File: config.mk
export PLATFORM = sky130hd
export DESIGN_NAME = system_clocks
export DESIGN_NICKNAME = d
export VERILOG_FILES = /design/src/rtl/system_clocks.sv
export SDC_FILE = /design/constraint.sdc
export NUM_CORES = 1
export LEC_CHECK = 0
export ABC_AREA = 1
export BUFFER_PORTS_ARGS = -buffer_cell sky130_fd_sc_hd__clkbuf_2
export CORE_AREA = 2 2 48 59
export CTS_BUF_LIST = sky130_fd_sc_hd__clkbuf_4 sky130_fd_sc_hd__clkbuf_8
export DETAILED_ROUTE_END_ITERATION = 12
export DIE_AREA = 0 0 50 61
export PLACE_DENSITY_LB_ADDON = 0.12
export SYNTH_ARGS = -nofsm -noshare
export SYNTH_HDL_FRONTEND = slang
export SYNTH_SLANG_ARGS = --single-unit
File: constraint.sdc
create_clock -name clk_in1_p -period 1.3 [get_ports clk_in1_p]
set_clock_uncertainty 0.05 [all_clocks]
set_input_delay 0 -clock clk_in1_p [delete_from_list [all_inputs] [get_ports clk_in1_p]]
set_output_delay 0 -clock clk_in1_p [all_outputs]
set_load 0.005 [all_outputs]
File: src/rtl/system_clocks.sv
// ---------------------------------------------------------------------------
// system_clocks
//
// Purpose:
//   Digital clock-generation block for the top of the board design. The
//   differential reference clock is divided by an integer ratio and gated to
//   produce two same-frequency clocks at 0 and 180 degrees of phase. A lock
//   timer raises `locked` a fixed number of reference edges after reset
//   release, and the outputs stay low until lock has been observed.
//
// Parameters:
//   DIV         : divide ratio, 1 (pass-through) or an even value 2..256
//   LOCK_CYCLES : reference rising edges from reset release to lock, 1..65535
//
// Ports:
//   clk_in1_p   in   reference clock, positive leg (the block's only clock)
//   clk_in1_n   in   reference clock, negative leg (nominally ~clk_in1_p)
//   reset       in   asynchronous, active-high reset
//   clk_out1    out  generated clock, 0 degree phase
//   clk_out2    out  generated clock, 180 degree phase
//   locked      out  high once both output clocks are stable and valid
//   diff_fault  out  (SYSCLK_DIFF_CHECK_EN only) sticky invalid-pair flag
//
// Build option:
//   SYSCLK_DIFF_CHECK_EN : when defined, clk_in1_n is sampled on every falling
//   edge of clk_in1_p and must read 1. A 0 drops lock and gating, restarts the
//   lock timer and sets diff_fault until the next reset. When undefined,
//   clk_in1_n is ignored and diff_fault does not exist.
// ---------------------------------------------------------------------------
module system_clocks #(
  parameter int DIV         = 1,
  parameter int LOCK_CYCLES = 64
) (
  input  logic clk_in1_p,
  input  logic clk_in1_n,
  input  logic reset,
  output logic clk_out1,
  output logic clk_out2,
  output logic locked
`ifdef SYSCLK_DIFF_CHECK_EN
  ,
  output logic diff_fault
`endif
);

  // Lock is declared on the edge that brings the count to LOCK_CYCLES, i.e.
  // when the pre-increment count equals LOCK_CYCLES-1.
  localparam logic [15:0] LOCK_LAST = 16'(LOCK_CYCLES - 1);

  logic [15:0] lock_cnt;
  logic        raw_clk;
  logic        gate_en;
  logic        pair_bad;
  logic        pair_ok;

  // ---- differential-pair monitor (falling edge of clk_in1_p) --------------
`ifdef SYSCLK_DIFF_CHECK_EN
  always_ff @(negedge clk_in1_p or posedge reset) begin
    if (reset) begin
      pair_bad   <= 1'b0;
      diff_fault <= 1'b0;
    end else begin
      pair_bad <= ~clk_in1_n;
      if (!clk_in1_n) begin
        diff_fault <= 1'b1;
      end
    end
  end

  assign pair_ok = clk_in1_n;
`else
  logic unused_clk_in1_n;
  assign unused_clk_in1_n = clk_in1_n;
  assign pair_bad         = 1'b0;
  assign pair_ok          = 1'b1;
`endif

  // ---- lock timer (rising edge of clk_in1_p) -------------------------------
  // The counter only advances while unlocked, so it saturates at LOCK_CYCLES.
  // A bad pair sample from the preceding falling edge restarts the timer.
  always_ff @(posedge clk_in1_p or posedge reset) begin
    if (reset) begin
      lock_cnt <= 16'd0;
      locked   <= 1'b0;
    end else if (pair_bad) begin
      lock_cnt <= 16'd0;
      locked   <= 1'b0;
    end else if (!locked) begin
      lock_cnt <= lock_cnt + 16'd1;
      if (lock_cnt == LOCK_LAST) begin
        locked <= 1'b1;
      end
    end
  end

  // ---- divider (rising edge of clk_in1_p) ----------------------------------
  generate
    if (DIV == 1) begin : g_pass
      assign raw_clk = clk_in1_p;
    end else begin : g_div
      // Toggle every DIV/2 edges for a 50% duty cycle at DIV x T_in.
      localparam logic [7:0] HALF_LAST = 8'(DIV / 2 - 1);

      logic [7:0] div_cnt;
      logic       tog;

      always_ff @(posedge clk_in1_p or posedge reset) begin
        if (reset) begin
          div_cnt <= 8'd0;
          tog     <= 1'b0;
        end else if (div_cnt == HALF_LAST) begin
          div_cnt <= 8'd0;
          tog     <= ~tog;
        end else begin
          div_cnt <= div_cnt + 8'd1;
        end
      end

      assign raw_clk = tog;
    end
  endgenerate

  // ---- output gate (falling edge of clk_in1_p) -----------------------------
  // Updating the enable while clk_in1_p is low means it never changes during a
  // high phase of the pass-through clock, so no runt pulse appears on enable.
  // A bad pair sample drops the enable on the same falling edge.
  always_ff @(negedge clk_in1_p or posedge reset) begin
    if (reset) begin
      gate_en <= 1'b0;
    end else begin
      gate_en <= locked & pair_ok;
    end
  end

  // Both outputs share one enable, so they can never be high together and
  // both sit low (clk_out2 not inverted) until the enable is set.
  assign clk_out1 = raw_clk & gate_en;
  assign clk_out2 = ~raw_clk & gate_en;

endmodule

==> flow_summary.json, run 1 <==
{
  "p_clk_share_pct": 50.1,
  "final_util_pct": 48.3,
  "core_area_um2": 2480,
  "drc": 0,
  "p_sw_mw": 0.252,
  "sw_frac_of_total_pct": 21.8,
  "final-seq-area_um2": 452,
  "finalHoldViolations": 0,
  "grt_max_degree": 18,
  "cp-end-kind": "output port",
  "gp_congestion": 0.799,
  "arrival_ps": 1690,
  "synth-edff-count": 0,
  "die_w_um": 50,
  "wl_mm": 2.05,
  "synthFlopType": "dfrtp_1",
  "slew_headroom_pct": 81.4,
  "hold_ws_ps": 144,
  "dp.final_hpwl_mm": 1.49,
  "fin_nets": 146,
  "antenna_cells": 0,
  "tns_ps": -861,
  "multiInputGateArea_um2": 472,
  "worstPathRequired_ps": 1250,
  "fillers": 241,
  "gr-total-overflow": 0,
  "port_buffers": 4,
  "hp-class": "in -> async",
  "grt_pass1_wl_mm": 3.46,
  "grt_usage_pct": 16.4,
  "worstMarginPinSlew_ps": 278,
  "path_max_fanout": 2,
  "setup_viol_count_final": 4,
  "synth_area_um2": 971,
  "synth.yosys.seq_area_share_pct": 46.4,
  "synth_top_family_by_area": "simple AND/OR/NAND/NOR gates",
  "cts_tree": "yes",
  "rsz0062_at_grt": "true",
  "wl_per_cell_um": 11.7,
  "dieArea_um2": 3050,
  "peakVddDrop_mv": 0.466,
  "yosys-top-cells-area": "dfrtp_1, nand2_1, inv_1",
  "cellPowerDensity_nw_per_um2": 967,
  "synth_top_area_share_pct": 43.8,
  "synth_cells": 121,
  "avgViaCountPerCell": 4.70,
  "critPathKind": "reg -> out",
  "path_buf_inv": 2,
  "synth_xor_area_share_pct": 7.22,
  "synthAdderAreaFrac_pct": 1.29,
  "synth-seq-cells": 18,
  "violations": "negative setup slack",
  "grt_antenna_before_repair": 0,
  "startpoint_type": "flip-flop",
  "setup_ws_ps": -439,
  "max_cap_violations": 0,
  "async_flop_share_pct": 100,
  "detail-route-antenna-nets": 0,
  "synthToLayoutAreaGrowth_pct": 23.2,
  "p_leak_nw": 0.578,
  "synth.most_common_cell": "nand2_1",
  "drtIter0Drc": 16,
  "start_util_pct": 39.2,
  "first_pass_iters": 4,
  "synth.largest_area_cell": "dfrtp_1",
  "synth_area_per_cell_um2": 8.02,
  "slowest_delay_ps": 410,
  "seq_power_share_pct": 48.4,
  "num_vias": 823,
  "clk_pin_slew_ps": 100,
  "crit_slowest_cell": "dfrtn_1",
  "synth_mux_area_share_pct": 0,
  "num_io_pins": 6,
  "ys_warn_count": 0,
  "path_cells": "inv_1 > nor2_1 > buf_2",
  "grt_pass1_vias": 834,
  "insertion_delay_ps": 400,
  "p_comb_share_pct": 1.5,
  "status": "complete, but fails checks",
  "cpLargestDelayFamily": "flip-flops",
  "synthTopCellsByCount": "nand2_1, dfrtp_1, inv_1",
  "synthSimpleGateAreaFrac_pct": 35.4,
  "fp-row-count": 20,
  "synth_cell_types": 20,
  "intPower_mw": 0.905,
  "drive_above_1_share_pct": 25.4,
  "die_h_um": 61,
  "place_ws_ps": -0.328,
  "slew_viol_final": 0,
  "synth_compound_area_share_pct": 1.55,
  "syn_nets": 125
}
-- state kept, by name (all words and copies together), names as in the netlist --
signal,cells
gate_en,1
lock_cnt,16
locked,1
-- worst min-delay path, stage by stage --
cell           delay [ps]
dlygate4sd3_1         540
clkbuf_2              100
inv_1                  80
buf_4                 250
-- path summary, 6_finish.rpt --
kind	from	cells past startpoint	end	slack (ps)
setup / recovery	gate_en$_DFF_NP0_	3	clk_out2	-440
hold / removal	reset	4	lock_cnt[4]$_DFFE_PP0N_	140
setup reg to reg	lock_cnt[1]$_DFFE_PP0N_	6	lock_cnt[9]$_DFFE_PP0N_	10
hold reg to reg	lock_cnt[15]$_DFFE_PP0N_	2	lock_cnt[15]$_DFFE_PP0N_	430
max in group asynchronous	reset	3	gate_en$_DFF_NP0_	600
min in group clk_in1_p	clk_in1_p	4	clk_out2	320
-- kinds of logic (layout without fill, tap and decap cells) --
logic type	after synthesis	after routing
simple gates	72	72
buf+inv	19	40
flops	18	18
xor+xnor	8	8
compound gates	3	3
fa+ha+maj	1	1
-- layout by cell type, fill, tap and decap left out, types with 2 or more instances in the layout --
master    netlist  layout
nand2_1        34      34
inv_1          17      17
dfrtp_1        17      16
nor2_1         15      12
clkbuf_4        0       8
buf_4           0       8
nand3_1         7       7
xor2_1          6       6
nand4_1         6       6
nor2_2          1       4
nand3_2         3       3
clkbuf_2        0       3
nor2_4          2       2
o21ai_1         1       2
xnor2_1         2       2
-- cell type report --
| class | instances | area share, % |
|---|---|---|
| Multi-Input combinational cell | 84 | 39.4 |
| Timing Repair Buffer | 11 | 6.69 |
| Inverter | 17 | 5.33 |
| Clock inverter | 1 | 0.314 |
| Tap cell | 33 | 3.45 |
| Sequential cell | 18 | 37.8 |
| Clock buffer | 11 | 7.01 |
-- metal layers --
metal | track usage, % | routed length [um] | vias up
met4 | 13.5 | 61 | 0
met3 | 6.40 | 100 | 8
met2 | 25.2 | 955 | 26
li1 | - | - | 416
met1 | 18.2 | 929 | 373
met5 | 0 | 0 | -
-- through the flow --
stage	instances	power, mW	cell area, um2
6_report	175	1.16	1200
5_1_grt	175	1.23	1200
4_1_cts	173	1.19	1150
3_5_place_dp	163	0.587	1070
2_1_floorplan	121	0.579	971
3_3_place_gp	163	0.587	1070
-- power by group through the flow --
stage	registers (mW)	logic, mW	clock network, mW
3_5_place_dp	0.571	0.0163	0.000326
4_1_cts	0.560	0.0190	0.609
6_report	0.560	0.0172	0.580
2_1_floorplan	0.571	0.00842	0.000326
5_1_grt	0.560	0.0206	0.648
3_3_place_gp	0.571	0.0165	0.000326
-- timing repair --
item	CTS	global route
endpoints found under the setup margin	4	16
hold endpoints to repair	18	0
resized for setup	0	10
hold buffers	1	0
pin swaps	0	1
buffers inserted	0	2
Note: power is estimated with default switching activity, not from simulation.
==> run 2, diff against run 1 <==
==> constraint.sdc (replaced) <==
create_clock -name clk_in1_p -period 1.75 [get_ports clk_in1_p]
set_clock_uncertainty 0.05 [all_clocks]
set_input_delay 0.175 -clock clk_in1_p [delete_from_list [all_inputs] [get_ports clk_in1_p]]
set_output_delay 0.175 -clock clk_in1_p [all_outputs]
set_load 0.005 [all_outputs]
==> run 2 against run 1 <==
Largest power group unchanged. Register-to-register slack improved by 280 ps. Global-route usage fell by 0.60 points. Sequential cell count did not move. Final area fell by 6.4%. Total power fell by 26%. Critical endpoint unchanged. The flow still finishes with violations (negative setup slack). Largest cell class is now sequential cells. Count of clock-buffer cells in the layout did not move. Die area did not move. Utilization fell by 3.1 points. Setup slack improved by 51 ps. First-iteration DRC count rose by 25%. Critical path depth did not move.
==> flow_summary.json, run 2 (synthesis gave the netlist of run 1 again) <==
{
  "status": "complete, but fails checks",
  "violations": "negative setup slack",
  "wl_per_cell_um": 11.1,
  "num_vias": 759,
  "reg.largest.list": "lock_cnt: 16 flops, gate_en: 1 flops, locked: 1 flops",
  "slew_viol_final": 0,
  "worstReg2RegStart": "locked$_DFF_PP0_",
  "hold_ws_ps": 331,
  "cts_tree": "yes",
  "gr-total-overflow": 0,
  "seq_power_share_pct": 48.9,
  "path_cells": "inv_1 > nor2_1 > buf_2",
  "hp-class": "in -> async",
  "grt_pass1_wl_mm": 3.45,
  "synthToLayoutAreaGrowth_pct": 15.3,
  "max_cap_violations": 0,
  "dieArea_um2": 3050,
  "fin_nets": 140,
  "largest_reg_flops": 16,
  "first_pass_iters": 4,
  "cp-end-kind": "output port",
  "intPower_mw": 0.673,
  "grt_pass1_vias": 853,
  "die_w_um": 50,
  "wl_mm": 1.88,
  "grt_usage_pct": 15.9,
  "dp.final_hpwl_mm": 1.42,
  "drc": 0,
  "p_sw_mw": 0.179,
  "finalHoldViolations": 0,
  "layout_common_cells": "nand2_1, inv_1, dfrtp_1, nor2_1, clkbuf_4",
  "setup_viol_count_final": 4,
  "r2r.worst_path.cells": 0,
  "fillers": 266,
  "ff2ff_setup_slack_ps": 290,
  "grt_max_degree": 18,
  "start_util_pct": 39.2,
  "peakVddDrop_mv": 0.265,
  "path_max_fanout": 2,
  "rsz0062_at_grt": "true",
  "setup_ws_ps": -388,
  "antenna_cells": 0,
  "top_register": "lock_cnt",
  "insertion_delay_ps": 400,
  "detail-route-antenna-nets": 0,
  "startpoint_type": "flip-flop",
  "port_buffers": 4,
  "final_util_pct": 45.2,
  "fp-row-count": 20,
  "worst_r2r_endpoint": "gate_en$_DFF_NP0_",
  "tns_ps": -759,
  "worstMarginPinSlew_ps": 245,
  "grt_antenna_before_repair": 0,
  "clk_pin_slew_ps": 100,
  "avgViaCountPerCell": 4.49,
  "slew_headroom_pct": 83.5,
  "p_leak_nw": 0.544,
  "cpLargestDelayFamily": "flip-flops",
  "num_io_pins": 6,
  "post_cts_buffers": 0,
  "arrival_ps": 1910,
  "crit_slowest_cell": "dfrtn_1",
  "p_clk_share_pct": 49.6,
  "core_area_um2": 2480,
  "die_h_um": 61,
  "drtIter0Drc": 20,
  "drive_above_1_share_pct": 16.9,
  "worstPathRequired_ps": 1520,
  "cellPowerDensity_nw_per_um2": 760,
  "slowest_delay_ps": 410,
  "p_comb_share_pct": 1.5,
  "path_buf_inv": 2,
  "gp_congestion": 0.812,
  "critPathKind": "reg -> out",
  "sw_frac_of_total_pct": 21.0,
  "mostFrequentLayoutCell": "nand2_1"
}
## run 2: what timing repair did
item                                    CTS  global route
endpoints found under the hold margin    17             0
hold buffers                              1             0
pin swaps                                 0             1
endpoints found under the setup margin    4             4
resized for setup                         0             1
## run 2: worst max path at each step
stage	start	endpoint	slack, ps	cells after the start
3_3_place_gp	gate_en$_DFF_NP0_	clk_out2	60	3
5_1_grt	gate_en$_DFF_NP0_	clk_out2	-450	3
6_report	gate_en$_DFF_NP0_	clk_out2	-390	3
3_5_place_dp	gate_en$_DFF_NP0_	clk_out2	50	3
4_1_cts	gate_en$_DFF_NP0_	clk_out2	-420	3
2_1_floorplan	gate_en$_DFF_NP0_	clk_out2	130	2
## run 2: stage by stage
stage                     area [um2]  setup slack, ps  std cells  power [mW]
after detailed placement        1040             53.6        159       0.436
after global routing            1120             -452        169       0.890
final                           1120             -388        169       0.851
after CTS                       1120             -420        169       0.871
after global placement          1040             55.1        159       0.436
after floorplan                  971              135        121       0.430
## run 2: layout make-up
type                    count  area [um2]  area share [%]
clock buffers              11        83.8            7.49
clock inverters             1        3.75           0.335
inverters                  17        63.8            5.70
multi-input cells          84         442            39.4
flip-flops and latches     18         450            40.2
well taps                  33        41.3            3.69
repair buffers              5        35.0            3.13
## run 2: layer usage
metal / routed length (um) / track usage, % / vias up
li1: - / - / 407
met1: 914 / 18.2 / 339
met2: 867 / 25.0 / 11
met3: 74 / 6.40 / 2
met4: 18 / 9.52 / 0
met5: 0 / 0 / -
## run 2: power by group through the flow
stage          sequential, mW  clock (mW)  combinational (mW)
5_1_grt                 0.416       0.458              0.0154
3_3_place_gp            0.424    0.000242              0.0120
2_1_floorplan           0.424    0.000242             0.00625
3_5_place_dp            0.424    0.000242              0.0122
6_report                0.416       0.422              0.0129
4_1_cts                 0.416       0.441              0.0140
## run 2: worst min-delay path: stages
cell and delay (ps):
dlygate4sd3_1 530, clkbuf_2 100, inv_1 90, buf_4 260
==> run 3, diff against run 2 <==
--- a/config.mk
+++ b/config.mk
@@ -12,6 +12,7 @@
 export DETAILED_ROUTE_END_ITERATION = 12
 export DIE_AREA = 0 0 50 61
 export PLACE_DENSITY_LB_ADDON = 0.12
+export SETUP_SLACK_MARGIN = 0.5
 export SYNTH_ARGS = -nofsm -noshare
 export SYNTH_HDL_FRONTEND = slang
 export SYNTH_SLANG_ARGS = --single-unit
==> constraint.sdc (replaced) <==
create_clock -name clk_in1_p -period 1.7 [get_ports clk_in1_p]
set_clock_uncertainty 0.05 [all_clocks]
set_input_delay 0.17 -clock clk_in1_p [delete_from_list [all_inputs] [get_ports clk_in1_p]]
set_output_delay 0.17 -clock clk_in1_p [all_outputs]
set_load 0.005 [all_outputs]
==> run 3 against run 2 <==
The flow still finishes with violations (negative setup slack). Sequential power grew 3%. First-iteration DRC count rose by 25%. Clock power shrank 4.7%. Critical path depth stayed put. Sequential cell count unchanged. Count of clock-buffer cells in the layout stayed put. Final cell count up 8.9%.
==> flow_summary.json, run 3 (synthesis gave the netlist of run 1 again) <==
{
  "top_register": "lock_cnt",
  "dieArea_um2": 3050,
  "crit_slowest_cell": "dfrtn_1",
  "final_util_pct": 55.5,
  "slew_viol_final": 0,
  "multiInputGateArea_um2": 548,
  "gr-max-usage-layer": "met2",
  "avgViaCountPerCell": 4.76,
  "final-seq-area_um2": 455,
  "status": "complete, but fails checks",
  "fp-row-count": 20,
  "antenna_cells": 0,
  "gr-total-overflow": 0,
  "dpl_cell_area_um2": 1040,
  "clk_pin_slew_ps": 100,
  "synthToLayoutAreaGrowth_pct": 41.5,
  "rsz0062_at_grt": "true",
  "place_ws_ps": 30.5,
  "fin_nets": 155,
  "die_w_um": 50,
  "reg.largest.list": "lock_cnt: 16 flops, gate_en: 1 flops, locked: 1 flops",
  "critPathKind": "reg -> out",
  "num_io_pins": 6,
  "peakVddDrop_mv": 0.380,
  "power.total_mw": 0.844,
  "violations": "negative setup slack",
  "insertion_delay_ps": 390,
  "grt_pass1_wl_mm": 3.58,
  "grt_pass1_vias": 877,
  "drtIter0Drc": 25,
  "port_buffers": 4,
  "drive_above_1_share_pct": 39.7,
  "worstMarginPinSlew_ps": 256,
  "grt_usage_pct": 16.1,
  "num_vias": 875,
  "cp-end-kind": "output port",
  "setup_ws_ps": -404,
  "grt_max_degree": 18,
  "setup_viol_count_final": 4,
  "max_cap_violations": 0,
  "core_area_um2": 2480,
  "finalInstanceArea_um2": 1370,
  "cts_tree": "yes",
  "first_pass_iters": 4,
  "finalHoldViolations": 0,
  "arrival_ps": 1880,
  "worstPathRequired_ps": 1480,
  "use_met2_pct": 26.7,
  "tns_ps": -805,
  "largest_reg_flops": 16,
  "drc": 0,
  "wl_mm": 2.22,
  "cellPowerDensity_nw_per_um2": 615,
  "wl_per_cell_um": 12.1,
  "path_max_fanout": 2,
  "met3_usage_pct": 6.65,
  "hp-class": "in -> async",
  "detail-route-antenna-nets": 0,
  "die_h_um": 61,
  "dp.final_hpwl_mm": 1.43,
  "layout_common_cells": "nand2_1, inv_1, dfrtp_1, buf_4, nor2_1",
  "met1_usage_pct": 18.0,
  "start_util_pct": 39.2,
  "grt_antenna_before_repair": 0,
  "slew_headroom_pct": 82.9,
  "path_cells": "nand2_1 > inv_1 > buf_2",
  "fillers": 234,
  "startpoint_type": "flip-flop",
  "slowest_delay_ps": 410,
  "p_leak_nw": 0.641,
  "gp_congestion": 0.791,
  "mostFrequentLayoutCell": "nand2_1"
}
[run 3: cell count changes in the layout (fill, tap and decap cells not counted), sizes merged]
cell	change
clkbuf	-2
inv	-1
clkinvlp	+1
buf	+17
[run 3: timing repair]
item / in CTS / in global routing
endpoints found under the setup margin: 17 / 20
pin swaps: 10 / 16
buffers inserted: 5 / 10
hold endpoints to repair: 17 / 0
hold buffers: 1 / 0
gates resized for setup: 16 / 23
[run 3: final timing paths]
check,start,end,slack (ps),cells after the start
max,gate_en$_DFF_NP0_,clk_out1,-400,3
min reg2reg,lock_cnt[15]$_DFFE_PP0N_,lock_cnt[15]$_DFFE_PP0N_,430,2
min in group clk_in1_p,lock_cnt[15]$_DFFE_PP0N_,lock_cnt[15]$_DFFE_PP0N_,430,2
max reg2reg,locked$_DFF_PP0_,gate_en$_DFF_NP0_,260,0
max in group asynchronous,reset,gate_en$_DFF_NP0_,610,3
min,reset,lock_cnt[6]$_DFFE_PP0N_,330,4
[run 3: where the power goes]
group / internal [mW] / switching (mW)
Clock: 0.236 / 0.166
Combinational: 0.00436 / 0.0101
Sequential: 0.428 / 0
[run 3: critical path, delay by kind of cell (launching register included)]
kind	cells	cell delay [ps]
flops	1	410
buf+inv	2	150
simple gates	1	60
[run 3: metal layers]
metal | up-vias | share of wire [%]
met5 | - | 0
met4 | 0 | 1.4
met3 | 5 | 3.1
met2 | 8 | 55
met1 | 425 | 41
li1 | 437 | -
[run 3: final cells by class]
| class | instances | share of cell area [%] |
|---|---|---|
| repair buffers | 20 | 12.6 |
| well taps | 33 | 3.01 |
| flip-flops and latches | 18 | 33.2 |
| multi-input cells | 84 | 39.9 |
| clock buffers | 11 | 5.65 |
| clock inverters | 1 | 0.273 |
| inverters | 17 | 5.46 |
[run 3: metrics by stage]
step | hold slack [ps] | std cells
2_1_floorplan | -40.0 | 121
6_report | 329 | 184
5_1_grt | 349 | 184
4_1_cts | 338 | 174
3_3_place_gp | 204 | 159
3_5_place_dp | 207 | 159
